`src/rtl/hex_frame_parser_if.sv`:
```
// Byte-in / text-key-mode-out bundle between UART receiver, parser and cipher core.
interface hex_frame_parser_if #(
    parameter int TEXT_BITS = 128,
    parameter int KEY_BITS  = 256
);
    logic                 i_rx_dv;
    logic [7:0]           i_rx_byte;
    logic [TEXT_BITS-1:0] o_text;
    logic                 o_text_valid;
    logic                 i_text_ready;
    logic [KEY_BITS-1:0]  o_key;
    logic                 o_key_valid;
    logic                 i_key_ready;
    logic                 o_decrypt;
    logic                 o_err;
    logic [1:0]           o_err_code;

    modport master (
        input  i_rx_dv,
        input  i_rx_byte,
        output o_text,
        output o_text_valid,
        input  i_text_ready,
        output o_key,
        output o_key_valid,
        input  i_key_ready,
        output o_decrypt,
        output o_err,
        output o_err_code
    );

    modport slave (
        output i_rx_dv,
        output i_rx_byte,
        input  o_text,
        input  o_text_valid,
        output i_text_ready,
        input  o_key,
        input  o_key_valid,
        output i_key_ready,
        input  o_decrypt,
        input  o_err,
        input  o_err_code
    );
endinterface

```
`src/rtl/hex_frame_parser.sv`:
```
// ASCII-hex M/A/E/D command parser feeding the AES-256 core.
// Define HEX_FRAME_PARSER_TIMEOUT_EN to abort frames stalled for TIMEOUT_CYCLES.
module hex_frame_parser #(
    parameter int TEXT_BITS      = 128,
    parameter int KEY_BITS       = 256,
    parameter int TIMEOUT_CYCLES = 1_000_000
) (
    input  logic                   clk_i,
    input  logic                   reset,
    hex_frame_parser_if.master     bus
);
    localparam int SH_W   = (TEXT_BITS > KEY_BITS) ? TEXT_BITS : KEY_BITS;
    localparam int MAX_N  = SH_W / 4;
    localparam int CW     = $clog2(MAX_N) + 1;
    localparam logic [CW-1:0] TEXT_N = CW'(TEXT_BITS / 4);
    localparam logic [CW-1:0] KEY_N  = CW'(KEY_BITS / 4);

    typedef enum logic [1:0] {
        S_IDLE,
        S_TEXT,
        S_KEY
    } state_t;

    state_t               state_q, state_d;
    logic [SH_W-1:0]      shadow_q, shadow_d;
    logic [CW-1:0]        cnt_q, cnt_d, cnt_inc;
    logic [TEXT_BITS-1:0] text_q, text_d;
    logic                 text_valid_q, text_valid_d;
    logic [KEY_BITS-1:0]  key_q, key_d;
    logic                 key_valid_q, key_valid_d;
    logic                 decrypt_q, decrypt_d;
    logic                 err_q, err_d;
    logic [1:0]           code_q, code_d;
    logic [4:0]           hex;

`ifdef HEX_FRAME_PARSER_TIMEOUT_EN
    localparam int TW = $clog2(TIMEOUT_CYCLES + 1);
    localparam logic [TW-1:0] TMO_LAST = TW'(TIMEOUT_CYCLES - 1);
    logic [TW-1:0] tmo_q, tmo_d;
    logic          tmo_hit;
`endif

    // {valid, nibble}; a-f and A-F share the low nibble pattern 1..6
    function automatic logic [4:0] hex_nib(input logic [7:0] b);
        logic [4:0] r;
        r = '0;
        unique case (1'b1)
            (b >= 8'h30 && b <= 8'h39): r = {1'b1, b[3:0]};
            (b >= 8'h41 && b <= 8'h46): r = {1'b1, b[3:0] + 4'd9};
            (b >= 8'h61 && b <= 8'h66): r = {1'b1, b[3:0] + 4'd9};
            default:                    r = '0;
        endcase
        return r;
    endfunction

    assign hex     = hex_nib(bus.i_rx_byte);
    assign cnt_inc = cnt_q + CW'(1);

    always_ff @(posedge clk_i or posedge reset) begin
        if (reset) begin
            state_q      <= S_IDLE;
            shadow_q     <= '0;
            cnt_q        <= '0;
            text_q       <= '0;
            text_valid_q <= 1'b0;
            key_q        <= '0;
            key_valid_q  <= 1'b0;
            decrypt_q    <= 1'b0;
            err_q        <= 1'b0;
            code_q       <= 2'd0;
        end else begin
            state_q      <= state_d;
            shadow_q     <= shadow_d;
            cnt_q        <= cnt_d;
            text_q       <= text_d;
            text_valid_q <= text_valid_d;
            key_q        <= key_d;
            key_valid_q  <= key_valid_d;
            decrypt_q    <= decrypt_d;
            err_q        <= err_d;
            code_q       <= code_d;
        end
    end

`ifdef HEX_FRAME_PARSER_TIMEOUT_EN
    always_ff @(posedge clk_i or posedge reset) begin
        if (reset) tmo_q <= '0;
        else       tmo_q <= tmo_d;
    end
`endif

    always_comb begin
        state_d      = state_q;
        shadow_d     = shadow_q;
        cnt_d        = cnt_q;
        text_d       = text_q;
        key_d        = key_q;
        decrypt_d    = decrypt_q;
        err_d        = 1'b0;
        code_d       = code_q;
        text_valid_d = text_valid_q && !bus.i_text_ready;
        key_valid_d  = key_valid_q && !bus.i_key_ready;
`ifdef HEX_FRAME_PARSER_TIMEOUT_EN
        tmo_d   = '0;
        tmo_hit = 1'b0;
        if (state_q != S_IDLE && !bus.i_rx_dv) begin
            tmo_d   = tmo_q + TW'(1);
            tmo_hit = (tmo_q == TMO_LAST);
        end
        if (tmo_hit) begin
            tmo_d   = '0;
            state_d = S_IDLE;
            cnt_d   = '0;
            err_d   = 1'b1;
            code_d  = 2'd3;
        end
`endif
        if (bus.i_rx_dv) begin
            unique case (state_q)
                S_IDLE: begin
                    unique case (bus.i_rx_byte)
                        8'h4D: begin
                            state_d  = S_TEXT;
                            cnt_d    = '0;
                            shadow_d = '0;
                        end
                        8'h41: begin
                            state_d  = S_KEY;
                            cnt_d    = '0;
                            shadow_d = '0;
                        end
                        8'h45:   decrypt_d = 1'b0;
                        8'h44:   decrypt_d = 1'b1;
                        default: ;
                    endcase
                end
                S_TEXT, S_KEY: begin
                    if (!hex[4]) begin
                        state_d = S_IDLE;
                        cnt_d   = '0;
                        err_d   = 1'b1;
                        code_d  = 2'd1;
                    end else begin
                        shadow_d = {shadow_q[SH_W-5:0], hex[3:0]};
                        cnt_d    = cnt_inc;
                        if (state_q == S_TEXT && cnt_inc == TEXT_N) begin
                            state_d = S_IDLE;
                            cnt_d   = '0;
                            // a pending, unaccepted block wins over the new one
                            if (!text_valid_q || bus.i_text_ready) begin
                                text_d       = shadow_d[TEXT_BITS-1:0];
                                text_valid_d = 1'b1;
                            end else begin
                                err_d  = 1'b1;
                                code_d = 2'd2;
                            end
                        end
                        if (state_q == S_KEY && cnt_inc == KEY_N) begin
                            state_d = S_IDLE;
                            cnt_d   = '0;
                            if (!key_valid_q || bus.i_key_ready) begin
                                key_d       = shadow_d[KEY_BITS-1:0];
                                key_valid_d = 1'b1;
                            end else begin
                                err_d  = 1'b1;
                                code_d = 2'd2;
                            end
                        end
                    end
                end
                default: state_d = S_IDLE;
            endcase
        end
    end

    assign bus.o_text       = text_q;
    assign bus.o_text_valid = text_valid_q;
    assign bus.o_key        = key_q;
    assign bus.o_key_valid  = key_valid_q;
    assign bus.o_decrypt    = decrypt_q;
    assign bus.o_err        = err_q;
    assign bus.o_err_code   = code_q;
endmodule

```
`src/flat_wrapper.sv`:
```
// flat-port wrapper written by rule: the top's interface ports become plain ports
module hex_frame_parser_flat 
#(
    parameter int TEXT_BITS      = 128,
    parameter int KEY_BITS       = 256,
    parameter int TIMEOUT_CYCLES = 1_000_000
)
  (clk_i, reset, bus_i_rx_dv, bus_i_rx_byte, bus_o_text, bus_o_text_valid, bus_i_text_ready, bus_o_key, bus_o_key_valid, bus_i_key_ready, bus_o_decrypt, bus_o_err, bus_o_err_code);
  hex_frame_parser_if #(.TEXT_BITS(TEXT_BITS), .KEY_BITS(KEY_BITS)) bus_i ();
  input  logic clk_i;
  input  logic reset;
  input wire logic [$bits(bus_i.i_rx_dv)-1:0] bus_i_rx_dv;
  input wire logic [$bits(bus_i.i_rx_byte)-1:0] bus_i_rx_byte;
  output wire logic [$bits(bus_i.o_text)-1:0] bus_o_text;
  output wire logic [$bits(bus_i.o_text_valid)-1:0] bus_o_text_valid;
  input wire logic [$bits(bus_i.i_text_ready)-1:0] bus_i_text_ready;
  output wire logic [$bits(bus_i.o_key)-1:0] bus_o_key;
  output wire logic [$bits(bus_i.o_key_valid)-1:0] bus_o_key_valid;
  input wire logic [$bits(bus_i.i_key_ready)-1:0] bus_i_key_ready;
  output wire logic [$bits(bus_i.o_decrypt)-1:0] bus_o_decrypt;
  output wire logic [$bits(bus_i.o_err)-1:0] bus_o_err;
  output wire logic [$bits(bus_i.o_err_code)-1:0] bus_o_err_code;
  assign bus_i.i_rx_dv = bus_i_rx_dv;
  assign bus_i.i_rx_byte = bus_i_rx_byte;
  assign bus_o_text = bus_i.o_text;
  assign bus_o_text_valid = bus_i.o_text_valid;
  assign bus_i.i_text_ready = bus_i_text_ready;
  assign bus_o_key = bus_i.o_key;
  assign bus_o_key_valid = bus_i.o_key_valid;
  assign bus_i.i_key_ready = bus_i_key_ready;
  assign bus_o_decrypt = bus_i.o_decrypt;
  assign bus_o_err = bus_i.o_err;
  assign bus_o_err_code = bus_i.o_err_code;
  hex_frame_parser #(.TEXT_BITS(TEXT_BITS), .KEY_BITS(KEY_BITS), .TIMEOUT_CYCLES(TIMEOUT_CYCLES)) u_core (.clk_i(clk_i), .reset(reset), .bus(bus_i));
endmodule
```
`config.mk`:
```
export PLATFORM = sky130hd
export DESIGN_NAME = hex_frame_parser_flat
export DESIGN_NICKNAME = d
export VERILOG_FILES = /design/src/rtl/hex_frame_parser_if.sv /design/src/rtl/hex_frame_parser.sv /design/src/flat_wrapper.sv
export SDC_FILE = /design/constraint.sdc
export NUM_CORES = 1
export LEC_CHECK = 0
export BUFFER_PORTS_ARGS = -buffer_cell sky130_fd_sc_hd__buf_2
export CORE_MARGIN = 4
export CORE_UTILIZATION = 50
export CTS_CLUSTER_SIZE = 30
export DETAILED_ROUTE_END_ITERATION = 16
export PLACE_DENSITY = 0.82
export SETUP_SLACK_MARGIN = 0.02
export SLEW_MARGIN = 15
export SYNTH_ARGS = -nofsm -noshare
export SYNTH_HDL_FRONTEND = slang
export SYNTH_SLANG_ARGS = --single-unit
```
`constraint.sdc`:
```
create_clock -name clk_i -period 60.3 [get_ports clk_i]
set_input_delay 3.015 -clock clk_i [delete_from_list [all_inputs] [get_ports clk_i]]
set_output_delay 3.015 -clock clk_i [all_outputs]
set_load 0.05 [all_outputs]
```
==> results of run 1 <==
[placed cells by master (no fill, tap or decap), drive strengths merged, types with 4 or more instances in the layout]
master      n
dfrtp     651
buf       417
mux2      386
a22o      256
clkbuf     90
nand2      13
inv        12
clkinv     11
nand3      10
ha          8
bufinv      7
nor2        5
a21oi       5
clkinvlp    4
o21bai      4
nor3        4
[cell usage after synthesis, types with 2 or more instances]
| master | instances | share of area |
|---|---|---|
| a21oi_1 | 4 | 0.00082 |
| a22o_1 | 256 | 0.092 |
| a31oi_1 | 3 | 0.00077 |
| and3_1 | 2 | 0.00051 |
| buf_2 | 48 | 0.0099 |
| buf_4 | 4 | 0.0012 |
| buf_6 | 37 | 0.017 |
| clkbuf_1 | 12 | 0.0018 |
| dfrtp_1 | 651 | 0.67 |
| ha_1 | 8 | 0.0041 |
| inv_1 | 10 | 0.0015 |
| mux2_1 | 197 | 0.091 |
| mux2_2 | 189 | 0.087 |
| mux2i_1 | 3 | 0.0012 |
| nand2_1 | 13 | 0.0020 |
| nand3_1 | 10 | 0.0021 |
| nand4_1 | 3 | 0.00077 |
| nor2_1 | 5 | 0.00077 |
| nor2b_1 | 3 | 0.00077 |
| nor3_1 | 2 | 0.00041 |
| nor3b_1 | 2 | 0.00062 |
| o21ai_0 | 2 | 0.00041 |
| o21bai_1 | 3 | 0.00092 |
| o22ai_1 | 3 | 0.00077 |
| xnor2_1 | 3 | 0.0011 |
[power breakdown]
group / total, mW / internal [mW] / switching, mW
Clock: 0.401 / 0.240 / 0.161
Sequential: 0.439 / 0.438 / 0.00108
Combinational: 0.0346 / 0.00583 / 0.0288
Total: 0.874 / 0.683 / 0.191
[metal layers]
| layer | track usage | part of all wire |
|---|---|---|
| met1 | 0.284 | 0.42 |
| met2 | 0.334 | 0.48 |
| met3 | 0.0612 | 0.075 |
| met4 | 0.0551 | 0.023 |
| met5 | 0 | 0 |
[worst max-delay path, cell delays in order]
cell   delay (ns)
buf_2        0.13
inv_8        0.66
buf_4        0.87
buf_6        0.70
buf_4        0.82
buf_4        0.86
[kinds of logic after synthesis]
logic type,share of synthesized area
muxes,0.180
adders and majority gates,0.00411
and+or+nand+nor,0.0118
xor gates and xnor gates,0.00144
AOI/OAI and AO/OA,0.102
buffers and inverters,0.0316
DFF,0.669
[metrics by stage]
| step | total power [mW] | std cells |
|---|---|---|
| 3_3_place_gp | 0.481 | 2427 |
| 2_1_floorplan | 0.474 | 1497 |
| 4_1_cts | 0.883 | 2541 |
| 5_1_grt | 0.905 | 2542 |
| 6_report | 0.874 | 2542 |
| 3_5_place_dp | 0.482 | 2427 |
[how the worst min path moves through the flow]
stage | start | to | slack [ns] | depth (start not counted)
3_3_place_gp | u_core.bus.o_text[32] | u_core.bus.o_text[32] | 0.46 | 1
6_report | u_core.bus.o_text[101] | u_core.bus.o_text[101] | 0.48 | 1
4_1_cts | u_core.bus.o_text[64] | u_core.bus.o_text[64] | 0.48 | 1
5_1_grt | u_core.bus.o_key[216] | u_core.bus.o_key[216] | 0.50 | 1
2_1_floorplan | u_core.shadow_q[248] | u_core.shadow_q[248] | 0.46 | 1
3_5_place_dp | u_core.bus.o_text[64] | u_core.bus.o_text[64] | 0.47 | 1
[layout make-up]
type	instances	area share
clock buffer	90	0.0636
timing repair buffer	417	0.0756
clock inverter	24	0.0111
tap	615	0.0268
sequential	651	0.567
multi-input combinational	735	0.254
inverter	10	0.00157
[registers in the layout, summed over array words and instances (netlist names)]
register	count
u_core.state_q	2
u_core.bus.o_err	1
u_core.bus.o_text	128
u_core.bus.o_text_valid	1
u_core.bus.o_key	256
u_core.shadow_q	252
u_core.bus.o_key_valid	1
u_core.cnt_q	7
u_core.bus.o_decrypt	1
u_core.bus.o_err_code	2
==> results.sh, run 1 <==
export IMPL_num_vias=14505
export IMPL_ir_drop_mv=0.0287
export IMPL_clkLatencyLatePin_ns=0.61
export IMPL_regToRegEndpoint="u_core.shadow_q[103]"
export IMPL_powerDensity_mw_per_mm2=30.4
export IMPL_crit_required_ns=60.90
export IMPL_crit_path_max_fanout=150
export IMPL_wl_per_cell_um=21.8
export IMPL_r2r_start="u_core.state_q[0]"
export IMPL_num_rows=80
export IMPL_drive_gt1_frac=0.374
export IMPL_critPathCaptureType="async pin"
export IMPL_min_period_over_period=0.111
export IMPL_rsz0062_at_grt="false"
export IMPL_drt_wl_total_mm=55.5
export IMPL_setup_tns_final_ns=0
export IMPL_post_cts_resized=0
export IMPL_ff2ff_path_depth=8
export IMPL_grt_pass1_wl_mm=88.9
export IMPL_layout_min_cycle_time_ns=6.69
export IMPL_clockBufferDepth=3
export IMPL_max_cap_violations=0
export IMPL_fin_worst_skew_ns=0.0248
export IMPL_ys_warnings_count=0
export IMPL_route_detailed_drc=0
export IMPL_clock_sinks=651
export IMPL_port_buffers=402
export IMPL_dp_slack_ns=52.48
export IMPL_dr_pass1_iters=5
export IMPL_synth_edf_count=0
export IMPL_tritoncts="built"
export IMPL_area_delta_synth_final_pct=18.0
export IMPL_grt_max_degree=185
export IMPL_ctsRootBufferMaster="clkbuf_16"
export IMPL_cp_endpoint="u_core.bus.o_key[119]"
export IMPL_avgSynthCellArea_um2=16.3
export IMPL_yosysUniqueCellTypes=49
export IMPL_syn_area_mm2=0.0244
export IMPL_hpwlAfterDp_mm=35.4
export IMPL_num_nets_final=1897
export IMPL_antenna_cells=0
export IMPL_p_leak_nw=15.8
export IMPL_io_pins=403
export IMPL_synthFlopType="dfrtp_1"
export IMPL_place_area_mm2=0.0266
export IMPL_synth_async_reset_ratio=1.00
export IMPL_antenna_found_initial=0
export IMPL_finish_utilization=0.599
export IMPL_viasPerCell=5.71
export IMPL_synth_seq_cells=651
export IMPL_synth_nets=1518
export IMPL_cts_made_buffers=61
export IMPL_slew_violations=0
export IMPL_worst_setup_path_start_kind="input port"
export IMPL_clk_pin_slew_ns=0.06
export IMPL_max_clock_freq_mhz=149
export IMPL_setup_viol=0
export IMPL_worstPathArrival_ns=7.29
export IMPL_hp_class="reg -> reg"
export IMPL_seq_area_frac_synth=0.669
export IMPL_hold_slack_ns=0.479
export IMPL_grt_overflow_total=0
export IMPL_final_cell_area_mm2=0.0287
export IMPL_maxSlewHeadroom=0.204
export IMPL_gp_congestion=0.817
export IMPL_die_area_mm2=0.0523
export IMPL_worst_slew_pin_slew_ns=1.19
export IMPL_htree_num_levels=2
export IMPL_synthCells=1497
export IMPL_grt_pass1_vias=15084
export IMPL_fp_coreArea_mm2=0.0479
export IMPL_ff2ff_setup_slack_ns=56.39
export IMPL_start_util=0.508
export IMPL_grtUsageTotal=0.209
export IMPL_crit_type="in -> async"
export IMPL_multi_input_area_mm2=0.00731
export IMPL_fp_dieW_um=229
export IMPL_die_y_um=229
export IMPL_ctsHoldBuffers=0
export IMPL_startpoint="reset"
export IMPL_seq_area_mm2=0.0163
export IMPL_fillerInstances=3527
export IMPL_fin_ws_ns=53.61
export IMPL_hold_violations=0
export IMPL_postRouteAntennaNets=0
export IMPL_drtIter0Drc=1037
export IMPL_status="finished, final reports clean"
export IMPL_cts_setup_buffers=0
(Power assumes the default switching activity.)
==> run 2, diff against run 1 <==
clock period = 6.17 ns   (was 60.3 ns; I/O delays follow)
==> results.sh, run 2 (synthesis results as in run 1) <==
export IMPL_tritoncts="built"
export IMPL_crit_chain="ha_1 > nand3_1 > o21a_1 > or2_1 > nand4bb_1 > nor3_4 > buf_12 > mux2_1"
export IMPL_crit_type="reg -> reg"
export IMPL_num_rows=80
export IMPL_grt_overflow_total=0
export IMPL_fin_worst_skew_ns=0.0193
export IMPL_drtIter0Drc=1032
export IMPL_p_sw_frac=0.223
export IMPL_viasPerCell=5.76
export IMPL_port_buffers=402
export IMPL_dr_pass1_iters=5
export IMPL_clockBufferDepth=3
export IMPL_start_util=0.508
export IMPL_die_area_mm2=0.0523
export IMPL_postRouteAntennaNets=0
export IMPL_place_area_mm2=0.0267
export IMPL_clk_pin_slew_ns=0.06
export IMPL_max_clock_freq_mhz=276
export IMPL_worst_slew_pin_slew_ns=0.930
export IMPL_grtUsageTotal=0.213
export IMPL_min_period_over_period=0.588
export IMPL_rsz0062_at_grt="false"
export IMPL_slowest_stage="nand4bb_1"
export IMPL_largest_reg_flops=256
export IMPL_grt_pass1_wl_mm=90.6
export IMPL_antenna_found_initial=1
export IMPL_maxSlewHeadroom=0.379
export IMPL_clock_sinks=651
export IMPL_combPwrFrac=0.041
export IMPL_status="finished, final reports clean"
export IMPL_grt_max_degree=163
export IMPL_crit_path_max_fanout=111
export IMPL_hold_violations=0
export IMPL_hp_class="in -> reg"
export IMPL_htree_num_levels=3
export IMPL_hpwlAfterDp_mm=35.7
export IMPL_gp_congestion=0.865
export IMPL_pwr_share_seq=0.508
export IMPL_mostFrequentLayoutCells="651 x dfrtp_1, 402 x buf_2, 256 x a22o_1"
export IMPL_worstPathArrival_ns=4.08
export IMPL_antenna_cells=0
export IMPL_seq_area_mm2=0.0163
export IMPL_layout_commonest_cell="dfrtp_1"
export IMPL_cts_setup_buffers=0
export IMPL_num_vias=14658
export IMPL_max_cap_violations=0
export IMPL_setup_tns_final_ns=0
export IMPL_cts_made_buffers=66
export IMPL_drive_gt1_frac=0.371
export IMPL_clkLatencyLatePin_ns=0.58
export IMPL_setup_viol=0
export IMPL_netSwitchingPower_mw=1.89
export IMPL_drt_wl_total_mm=56.1
export IMPL_slew_violations=0
export IMPL_dp_slack_ns=2.64
export IMPL_multi_input_area_mm2=0.00731
export IMPL_die_y_um=229
export IMPL_ctsRootBufferMaster="clkbuf_16"
export IMPL_layout_min_cycle_time_ns=3.63
export IMPL_fp_dieW_um=229
export IMPL_fin_ws_ns=2.54
export IMPL_num_nets_final=1909
export IMPL_grt_pass1_vias=15532
export IMPL_clkPwrFrac=0.451
export IMPL_io_pins=403
export IMPL_fillerInstances=3496
export IMPL_crit_required_ns=6.62
export IMPL_p_leak_nw=15.8
export IMPL_stdcell_count=2547
export IMPL_ir_drop_mv=0.239
export IMPL_fp_coreArea_mm2=0.0479
export IMPL_final_cell_area_mm2=0.0287
export IMPL_worst_setup_path_start_kind="flop"
export IMPL_dp_cells=2434
export IMPL_route_detailed_drc=0
export IMPL_internal_power_mw=6.56
export IMPL_area_delta_synth_final_pct=18.0
export IMPL_wl_per_cell_um=22.0
export IMPL_powerDensity_mw_per_mm2=294
export IMPL_slowest_delay_ns=0.53
export IMPL_critPathCaptureType="flop"
[run 2: routing by layer]
metal | global-route usage | vias to the layer above | share of wire
li1 | - | 6294 | -
met1 | 0.285 | 7716 | 0.41
met2 | 0.338 | 536 | 0.48
met3 | 0.0550 | 112 | 0.072
met4 | 0.0846 | 0 | 0.035
met5 | 0 | - | 0
[run 2: metrics by stage]
stage,utilization,hold slack (ns),total power [mW]
after floorplan,-,0.460,4.63
after global placement,0.556,0.461,4.71
after detailed placement,0.556,0.469,4.72
after CTS,0.599,0.0739,8.55
after global routing,0.599,0.106,8.76
final,0.599,0.132,8.45
[run 2: repair_timing]
action / in CTS / in global routing
endpoints found under the hold margin: 32 / 0
hold buffers: 1 / 0
gates resized for setup: 0 / 0
endpoints found under the setup margin: 0 / 0
[run 2: cell type report]
class                           count  share of cell area
Inverter                           10             0.00144
Clock inverter                     16             0.00540
Multi-Input combinational cell    735               0.254
Timing Repair Buffer              424              0.0793
Tap cell                          615              0.0268
Clock buffer                       96              0.0660
Sequential cell                   651               0.567
[run 2: worst paths after layout]
kind                                  startpoint                endpoint  slack, ns  cells after the start
min in group asynchronous                  reset    u_core.shadow_q[240]       0.48                      3
min reg2reg                u_core.bus.o_text[32]   u_core.bus.o_text[32]       0.48                      1
max                              u_core.cnt_q[0]  u_core.bus.o_text[101]       2.54                      8
min                             bus_i_rx_byte[5]    u_core.bus.o_decrypt       0.13                      4
max in group asynchronous                  reset   u_core.bus.o_key[126]       4.13                      5
max reg2reg                      u_core.cnt_q[0]  u_core.bus.o_text[101]       2.54                      8
[run 2: critical path, delay by kind of cell, from the launching register on]
family	cells	cell delay, ns
flops	1	0.42
simple gates	4	1.47
compound gates	1	0.23
mux	1	0.40
buf+inv	1	0.43
fa+ha+maj	1	0.28
[run 2: power groups by stage]
stage               Clock [mW]  Combinational, mW  Sequential [mW]
floorplan                    0              0.255             4.38
global placement             0              0.344             4.37
detailed placement           0              0.356             4.37
CTS                       3.90              0.356             4.29
global route              4.09              0.390             4.29
finish                    3.81              0.350             4.29
